File: src/rtl/seq_divider.sv
// Multi-cycle restoring integer divider, one quotient bit per cycle.
// Signed/unsigned per operation, with early completion on divide-by-zero and signed overflow.
//
// state | meaning
// IDLE  | waiting for start after reset
// CALC  | restoring steps; also the single cycle spent on a zero-divisor or overflow operation
// FIXUP | apply result signs and register outputs
// DONE  | results valid and held; a new start is accepted here
module seq_divider #(
  parameter int WIDTH = 16
) (
  input  logic             clk,
  input  logic             rst,
  input  logic             start,
  input  logic [WIDTH-1:0] dividend,
  input  logic [WIDTH-1:0] divisor,
  input  logic             is_signed,
  output logic             busy,
  output logic             ready,
  output logic [WIDTH-1:0] quotient,
  output logic [WIDTH-1:0] remainder,
  output logic             div_by_zero,
  output logic             overflow
);

  localparam int CW = $clog2(WIDTH + 1);
  localparam logic [WIDTH-1:0] MOST_NEG = {1'b1, {(WIDTH-1){1'b0}}};

  typedef enum logic [1:0] {IDLE, CALC, FIXUP, DONE} state_t;

  state_t           state_q, state_d;
  logic [WIDTH-1:0] dvd_q, dvd_d;
  logic [WIDTH:0]   rem_q, rem_d;
  logic [WIDTH-1:0] dvs_q, dvs_d;
  logic [CW-1:0]    cnt_q, cnt_d;
  logic             neg_quo_q, neg_quo_d;
  logic             neg_rem_q, neg_rem_d;
  logic             dbz_pend_q, dbz_pend_d;
  logic             ovf_pend_q, ovf_pend_d;
  logic             busy_q, busy_d;
  logic             ready_q, ready_d;
  logic [WIDTH-1:0] quo_q, quo_d;
  logic [WIDTH-1:0] rmd_q, rmd_d;
  logic             dbz_q, dbz_d;
  logic             ovf_q, ovf_d;

  logic             a_neg, b_neg, zero_div, sgn_ovf;
  logic [WIDTH-1:0] a_mag, b_mag;
  logic [WIDTH+1:0] trial, diff;

  always_comb begin
    a_neg    = is_signed & dividend[WIDTH-1];
    b_neg    = is_signed & divisor[WIDTH-1];
    a_mag    = a_neg ? -dividend : dividend;
    b_mag    = b_neg ? -divisor : divisor;
    zero_div = (divisor == '0);
    sgn_ovf  = is_signed & (dividend == MOST_NEG) & (divisor == '1);
  end

  // Extra top bit keeps the trial subtraction sign visible beyond the WIDTH+1 remainder.
  always_comb begin
    trial = {rem_q, dvd_q[WIDTH-1]};
    diff  = trial - {2'b00, dvs_q};
  end

  always_comb begin
    state_d    = state_q;
    dvd_d      = dvd_q;
    rem_d      = rem_q;
    dvs_d      = dvs_q;
    cnt_d      = cnt_q;
    neg_quo_d  = neg_quo_q;
    neg_rem_d  = neg_rem_q;
    dbz_pend_d = dbz_pend_q;
    ovf_pend_d = ovf_pend_q;
    busy_d     = busy_q;
    ready_d    = ready_q;
    quo_d      = quo_q;
    rmd_d      = rmd_q;
    dbz_d      = dbz_q;
    ovf_d      = ovf_q;

    case (state_q)
      IDLE, DONE: begin
        if (start) begin
          // Early-completion cases keep the raw dividend; it is returned as-is.
          dvd_d      = (zero_div | sgn_ovf) ? dividend : a_mag;
          dvs_d      = b_mag;
          rem_d      = '0;
          cnt_d      = CW'(WIDTH);
          neg_quo_d  = a_neg ^ b_neg;
          neg_rem_d  = a_neg;
          dbz_pend_d = zero_div;
          ovf_pend_d = ~zero_div & sgn_ovf;
          busy_d     = 1'b1;
          ready_d    = 1'b0;
          dbz_d      = 1'b0;
          ovf_d      = 1'b0;
          state_d    = CALC;
        end
      end
      CALC: begin
        if (dbz_pend_q) begin
          quo_d   = '1;
          rmd_d   = dvd_q;
          dbz_d   = 1'b1;
          busy_d  = 1'b0;
          ready_d = 1'b1;
          state_d = DONE;
        end else if (ovf_pend_q) begin
          quo_d   = dvd_q;
          rmd_d   = '0;
          ovf_d   = 1'b1;
          busy_d  = 1'b0;
          ready_d = 1'b1;
          state_d = DONE;
        end else begin
          dvd_d = {dvd_q[WIDTH-2:0], ~diff[WIDTH+1]};
          rem_d = diff[WIDTH+1] ? trial[WIDTH:0] : diff[WIDTH:0];
          cnt_d = cnt_q - CW'(1);
          if (cnt_q == CW'(1)) begin
            state_d = FIXUP;
          end
        end
      end
      FIXUP: begin
        quo_d   = neg_quo_q ? -dvd_q : dvd_q;
        rmd_d   = neg_rem_q ? -rem_q[WIDTH-1:0] : rem_q[WIDTH-1:0];
        busy_d  = 1'b0;
        ready_d = 1'b1;
        state_d = DONE;
      end
      default: state_d = IDLE;
    endcase
  end

  always_ff @(posedge clk or negedge rst) begin
    if (!rst) begin
      state_q    <= IDLE;
      dvd_q      <= '0;
      rem_q      <= '0;
      dvs_q      <= '0;
      cnt_q      <= '0;
      neg_quo_q  <= 1'b0;
      neg_rem_q  <= 1'b0;
      dbz_pend_q <= 1'b0;
      ovf_pend_q <= 1'b0;
      busy_q     <= 1'b0;
      ready_q    <= 1'b0;
      quo_q      <= '0;
      rmd_q      <= '0;
      dbz_q      <= 1'b0;
      ovf_q      <= 1'b0;
    end else begin
      state_q    <= state_d;
      dvd_q      <= dvd_d;
      rem_q      <= rem_d;
      dvs_q      <= dvs_d;
      cnt_q      <= cnt_d;
      neg_quo_q  <= neg_quo_d;
      neg_rem_q  <= neg_rem_d;
      dbz_pend_q <= dbz_pend_d;
      ovf_pend_q <= ovf_pend_d;
      busy_q     <= busy_d;
      ready_q    <= ready_d;
      quo_q      <= quo_d;
      rmd_q      <= rmd_d;
      dbz_q      <= dbz_d;
      ovf_q      <= ovf_d;
    end
  end

  assign busy        = busy_q;
  assign ready       = ready_q;
  assign quotient    = quo_q;
  assign remainder   = rmd_q;
  assign div_by_zero = dbz_q;
  assign overflow    = ovf_q;

endmodule

File: config.mk
export PLATFORM = sky130hd
export DESIGN_NAME = seq_divider
export DESIGN_NICKNAME = d
export VERILOG_FILES = /design/src/rtl/seq_divider.sv
export SDC_FILE = /design/constraint.sdc
export NUM_CORES = 1
export LEC_CHECK = 0
export ABC_CLOCK_PERIOD_IN_PS = 3090
export BUFFER_PORTS_ARGS = -buffer_cell sky130_fd_sc_hd__buf_2
export CORE_MARGIN = 4
export CORE_UTILIZATION = 40
export DETAILED_ROUTE_END_ITERATION = 16
export MAX_ROUTING_LAYER = met4
export PLACE_DENSITY = 0.68
export SLEW_MARGIN = 20
export SYNTH_ARGS = -nofsm -noshare
export SYNTH_HDL_FRONTEND = slang
export SYNTH_SLANG_ARGS = --single-unit
export TNS_END_PERCENT = 100
File: constraint.sdc
create_clock -name clk -period 3.09 [get_ports clk]
set_input_delay 0.309 -clock clk [delete_from_list [all_inputs] [get_ports clk]]
set_output_delay 0.309 -clock clk [all_outputs]
set_load 0.02 [all_outputs]
# Word level (Yosys, flattened, before mapping)
# Cells that the tools add are included.
# Widths: inputs -> output; s select.
# totals
memories	0
register_bits	96
input_bits	36
out_inout_bits	36
latch_bits	0
mem_bits_rw	0
romBits	0
# op_classes
magnitude_cmp	0
div	0
n_eq_ne	13
mux	41
n_bitwise	9
addsub	6
mul	0
n_reduce_logical	12
shift	0
# op_table
op	n
$mux 16	12
$pmux 16 s2	3
$mux 17	4
$neg 16->16	4
$pmux 17 s2	1
$eq 16x16->1 const B	2
$sub 18x16->18	1
$logic_not 16->1	1
$mux 5	3
$ne 2x2->1 const B	5
$pmux 5 s2	1
$mux 1	8
$mux 2	4
$reduce_and 2->1	4
$reduce_and 4->1	2
$pmux 1 s3	2
$pmux 2 s3	1
$and 1x1->1	5
$eq 5x1->1 const B	1
$sub 5x1->5 const B	1
$eq 2x2->1 const B	2
$ne 4x4->1 const B	1
$pmux 1 s2	2
$reduce_bool 2->1	2
other kinds (8)	9

# Depth between registers and ports, before layout
# depth
ltp_word	7
mapped_depth	13
ltp_nobuf	11

# Worst setup path before layout
# Ideal clock, no wire load.
# synth_timing
path_kind	register to register
startpoint	register rem_q[11]
endpoint	register rem_q[8]
setup_ps	126
n_path_buf	3
path_stages_with_launch	12
required_time_ps	2964
setup_slack_ps	366
arrival_time_ps	2598
cell_sequence	dfrtp_1 > ha_1 > a21oi_2 > o21a_1 > o21ai_1 > a211o_1 > or3_1 > buf_2 > and2_4 > buf_6 > buf_6 > a221o_1
# synth_via
elab_chain_len	5
# synth_lines
element	line_no	text
start: declaration	33	logic [WIDTH:0] rem_q, rem_d;
start signal: assignment	157	rem_q <= rem_d;
$sub 18x16->18	63	diff = trial - {2'b00, dvs_q};
$mux 17	119	rem_d = diff[WIDTH+1] ? trial[WIDTH:0] : diff[WIDTH:0];
$mux 17	110	end else if (ovf_pend_q) begin
$mux 17	103	if (dbz_pend_q) begin
$pmux 17 s2	83	case (state_q)
# No other way between the ends. The select of a mux whose other input is x is not followed.
# A chain may end at the register's enable or synchronous reset.

# Worst setup path after layout
# layout_timing
startpoint	register dvd_q[15]
endpoint	register rem_q[16]
# layout_via
elab_chain_len	5
# layout_lines
element	line_no	text
start: declaration	32	logic [WIDTH-1:0] dvd_q, dvd_d;
start signal: assignment	156	dvd_q <= dvd_d;
$sub 18x16->18	63	
$mux 17	119	
$mux 17	110	
$mux 17	103	
$pmux 17 s2	83	
# No other way between the ends. The select of a mux whose other input is x is not followed.

==> metrics.cfg <==
[synthesis]
ys_types=56
synth-edff-count=0
synthAdderAreaFrac_pct=5.27
yosys.cell_count.top_type=nand2_1
postSynth.asyncResetShare_pct=100
synth_commonest_cells=nand2_1, dfrtp_1, o21ai_0, nor2_1, a21oi_1
synth_xor_area_share_pct=7.76
yosys.area.top_type=dfrtp_1
syn_area_um2=6320
synth_top_family_by_area=compound AO/OA/AOI/OAI gates
yosysWarnings=0
synthSimpleGateAreaFrac_pct=20.2
synthMuxAreaShare_pct=2.08
syn_inst=772
synth-seq-cells=96
syn_area_per_cell_um2=8.18
synth_compound_area_share_pct=21.5
syn_nets=834
synthTopCellsByArea=dfrtp_1, nand2_1, o21ai_0, ha_1, nor2_1
synth-seq-area-share_pct=38.0
ys.flop_type=dfrtp_1
synth_top_area_share_pct=38.0

[timing]
finalCritPeriodShare_pct=91.8
fin_crit_ns=2.84
maxSlewHeadroom_pct=39.1
rsz0062_at_grt=no
fin_skew_ns=0.00805
drv_slew=0
hold_viol_final=0
fin_setup_tns_ns=0
finalSetupViolations=0
fmax_ghz=0.352
worstMarginPinSlew_ns=0.911

[routing]
wl_per_cell_um=16.5
drt-initial-drc-count=428
routed_wl_um=17300
first_pass_iters=5
via_count=5787
drc_errors=0
vias_per_cell=5.53
detail-route-antenna-nets=0

[outcome]
status=finished, final reports clean

[pwr]
leakage_nw=3.20
power_density_nw_per_um2=1200
max-vdd-ir-drop_uv=1090
power_frac_comb_pct=59.2
power_frac_clock_pct=12.9
p_sw_share_pct=48.6
switching_power_mw=4.23
seq_power_share_pct=27.9
p_int_mw=4.48

[die]
placementRows=45
io_pins=72
die_h_um=134
dieArea_um2=17900
initial_core_util_pct=41.3
coreArea_um2=15300
dieWidth_um=134

[placement]
io_buffers=71
place.gp.congestion=0.906
hpwl_um=13000
place_inst=1031

[setup_path]
crit_path_top_delay_cell=dfrtp_1
critPathBufInv=2
path_depth=11
critPathCaptureType=register
rr_startpoint=dvd_q[15]
cp_data_arrival_time_ns=3.07
rr_worst_depth=11
crit_start=dvd_q[15]
r2r-end=rem_q[16]
cp_max_fo=5
required_ns=3.32
startpoint_type=register
path_class=register to register
path_common_cell=inv_1
cpPeakStageDelay_ns=0.42
crit_end=rem_q[16]
cp_top_family=compound AO/OA/AOI/OAI gates
r2r_slack_ns=0.25
crit_chain=inv_1 > ha_1 > inv_1 > fa_1 > a21o_1 > a221o_1 > a31oi_1 > o21ai_0 > a221oi_2 > a2bb2oi_1 > o211ai_1

[clock_tree]
h-tree-depth=3
cts_root_buffer=clkbuf_16
numCtsBuffers=9
cts_num_sinks=96
tritoncts=built
path_clk_slew_ns=0.07
worstSkewPairLatency_ns=0.36
postCtsSetupBuffers=0
cts.path.max_buffers=2

[finish]
final_cells=1047
diodes=0
nNetsFinal=894
syn2layout_area_growth_pct=14.5
final_layout_size_suffix_gt1_share_pct=14.8
fillCellCount=1588

[global_routing]
track_usage_pct=20.1
grt_pass1_wl_um=28200
grt_start_max_net_pins=44
grt_pass1_vias=5468
antenna_found_initial=0
gr-total-overflow=0

[job]
drv_cap=0

[min_path]
min_path_type=input port to register
min_from=dividend[11]

layout by cell type, fill, tap and decap left out, drive strengths merged, types with 3 or more instances in the layout:
cell and count:
o41ai 6, o21ai 91, nor3 15, mux2 9, nand3 12, nor2 71
nand4 13, xor2 28, nand3b 3, a211oi 4, clkbuf 12, or4 4
nand2b 4, xnor2 28, ha 25, o31ai 10, inv 39, dfrtp 96
o211ai 7, a21o 8, a21oi 41, a31oi 3, and2 5, nand2 129
a221oi 9, a22oi 9, nor4 5, buf 90, o221ai 9, or3 12
or2 3, a221o 8, mux2i 3
worst register-to-register path, cell delays in order (launching register included):
cell and delay (ns):
dfrtp_1 0.42, inv_1 0.09, ha_1 0.17, inv_1 0.06, fa_1 0.39, a21o_1 0.19, a221o_1 0.36, a31oi_1 0.17
o21ai_0 0.24, a221oi_2 0.33, a2bb2oi_1 0.20, o211ai_1 0.10
flip-flops by register name (all words and copies together) (netlist names):
register and count:
state_q 2, busy 1, neg_quo_q 1, remainder 16, dvd_q 16, dbz_pend_q 1, cnt_q 5, quotient 16
dvs_q 16, rem_q 17, ready 1, div_by_zero 1, neg_rem_q 1, overflow 1, ovf_pend_q 1
cell families after synthesis:
group | Yosys count
AND/OR/NAND/NOR | 285
AO/OA/AOI/OAI | 216
flip-flops | 96
buffers and inverters | 81
XOR/XNOR | 56
adder cells (fa/ha/maj) | 26
multiplexers | 12
area by class of cell:
class / count / area, µm² / share of cell area [%]
Multi-Input combinational cell: 595 / 3610 / 49.9
Sequential cell: 96 / 2400 / 33.2
Timing Repair Buffer: 91 / 523 / 7.23
Tap cell: 211 / 264 / 3.65
Clock buffer: 12 / 246 / 3.41
Inverter: 39 / 146 / 2.02
Clock inverter: 3 / 42.5 / 0.588
routing by layer:
layer	vias to the layer above	part of all wire (%)	track usage, %
li1	2856	-	-
met1	2746	48	28.2
met2	167	45	29.9
met3	18	5.6	4.12
met4	0	1.5	5.26
met5	-	0	-
stage by stage:
| stage | power, mW | instance area (µm²) | util, % | hold slack (ns) | setup WS (ns) |
|---|---|---|---|---|---|
| finish | 8.71 | 7230 | 47.2 | 0.263 | 0.252 |
| global placement | 7.44 | 6930 | 45.2 | 0.308 | 0.292 |
| global route | 9.48 | 7230 | 47.2 | 0.271 | 0.0479 |
| detailed placement | 7.53 | 6930 | 45.2 | 0.308 | 0.219 |
| CTS | 8.70 | 7230 | 47.2 | 0.253 | 0.207 |
| floorplan | 6.12 | 6320 | - | 0.0134 | 0.366 |
worst min-delay path by stage:
stage / cells past startpoint / slack (ns) / to
2_1_floorplan: 0 / 0.01 / busy
5_1_grt: 2 / 0.27 / dbz_pend_q
3_5_place_dp: 1 / 0.31 / quotient[12]
6_report: 3 / 0.26 / dvd_q[11]
4_1_cts: 3 / 0.25 / dvd_q[15]
3_3_place_gp: 1 / 0.31 / quotient[12]
power groups by stage:
stage / registers (mW) / clock network (mW) / logic [mW]
floorplan: 2.48 / 0 / 3.63
global placement: 2.42 / 0 / 5.02
detailed placement: 2.44 / 0 / 5.10
CTS: 2.42 / 1.15 / 5.12
global route: 2.50 / 1.20 / 5.78
finish: 2.43 / 1.12 / 5.16
timing repair:
action                                  CTS  global route
endpoints found under the hold margin    36             0
resized for setup                         0             1
hold buffers                              1             0
endpoints found under the setup margin    0             1
Note: power is estimated with default switching activity, not from simulation.
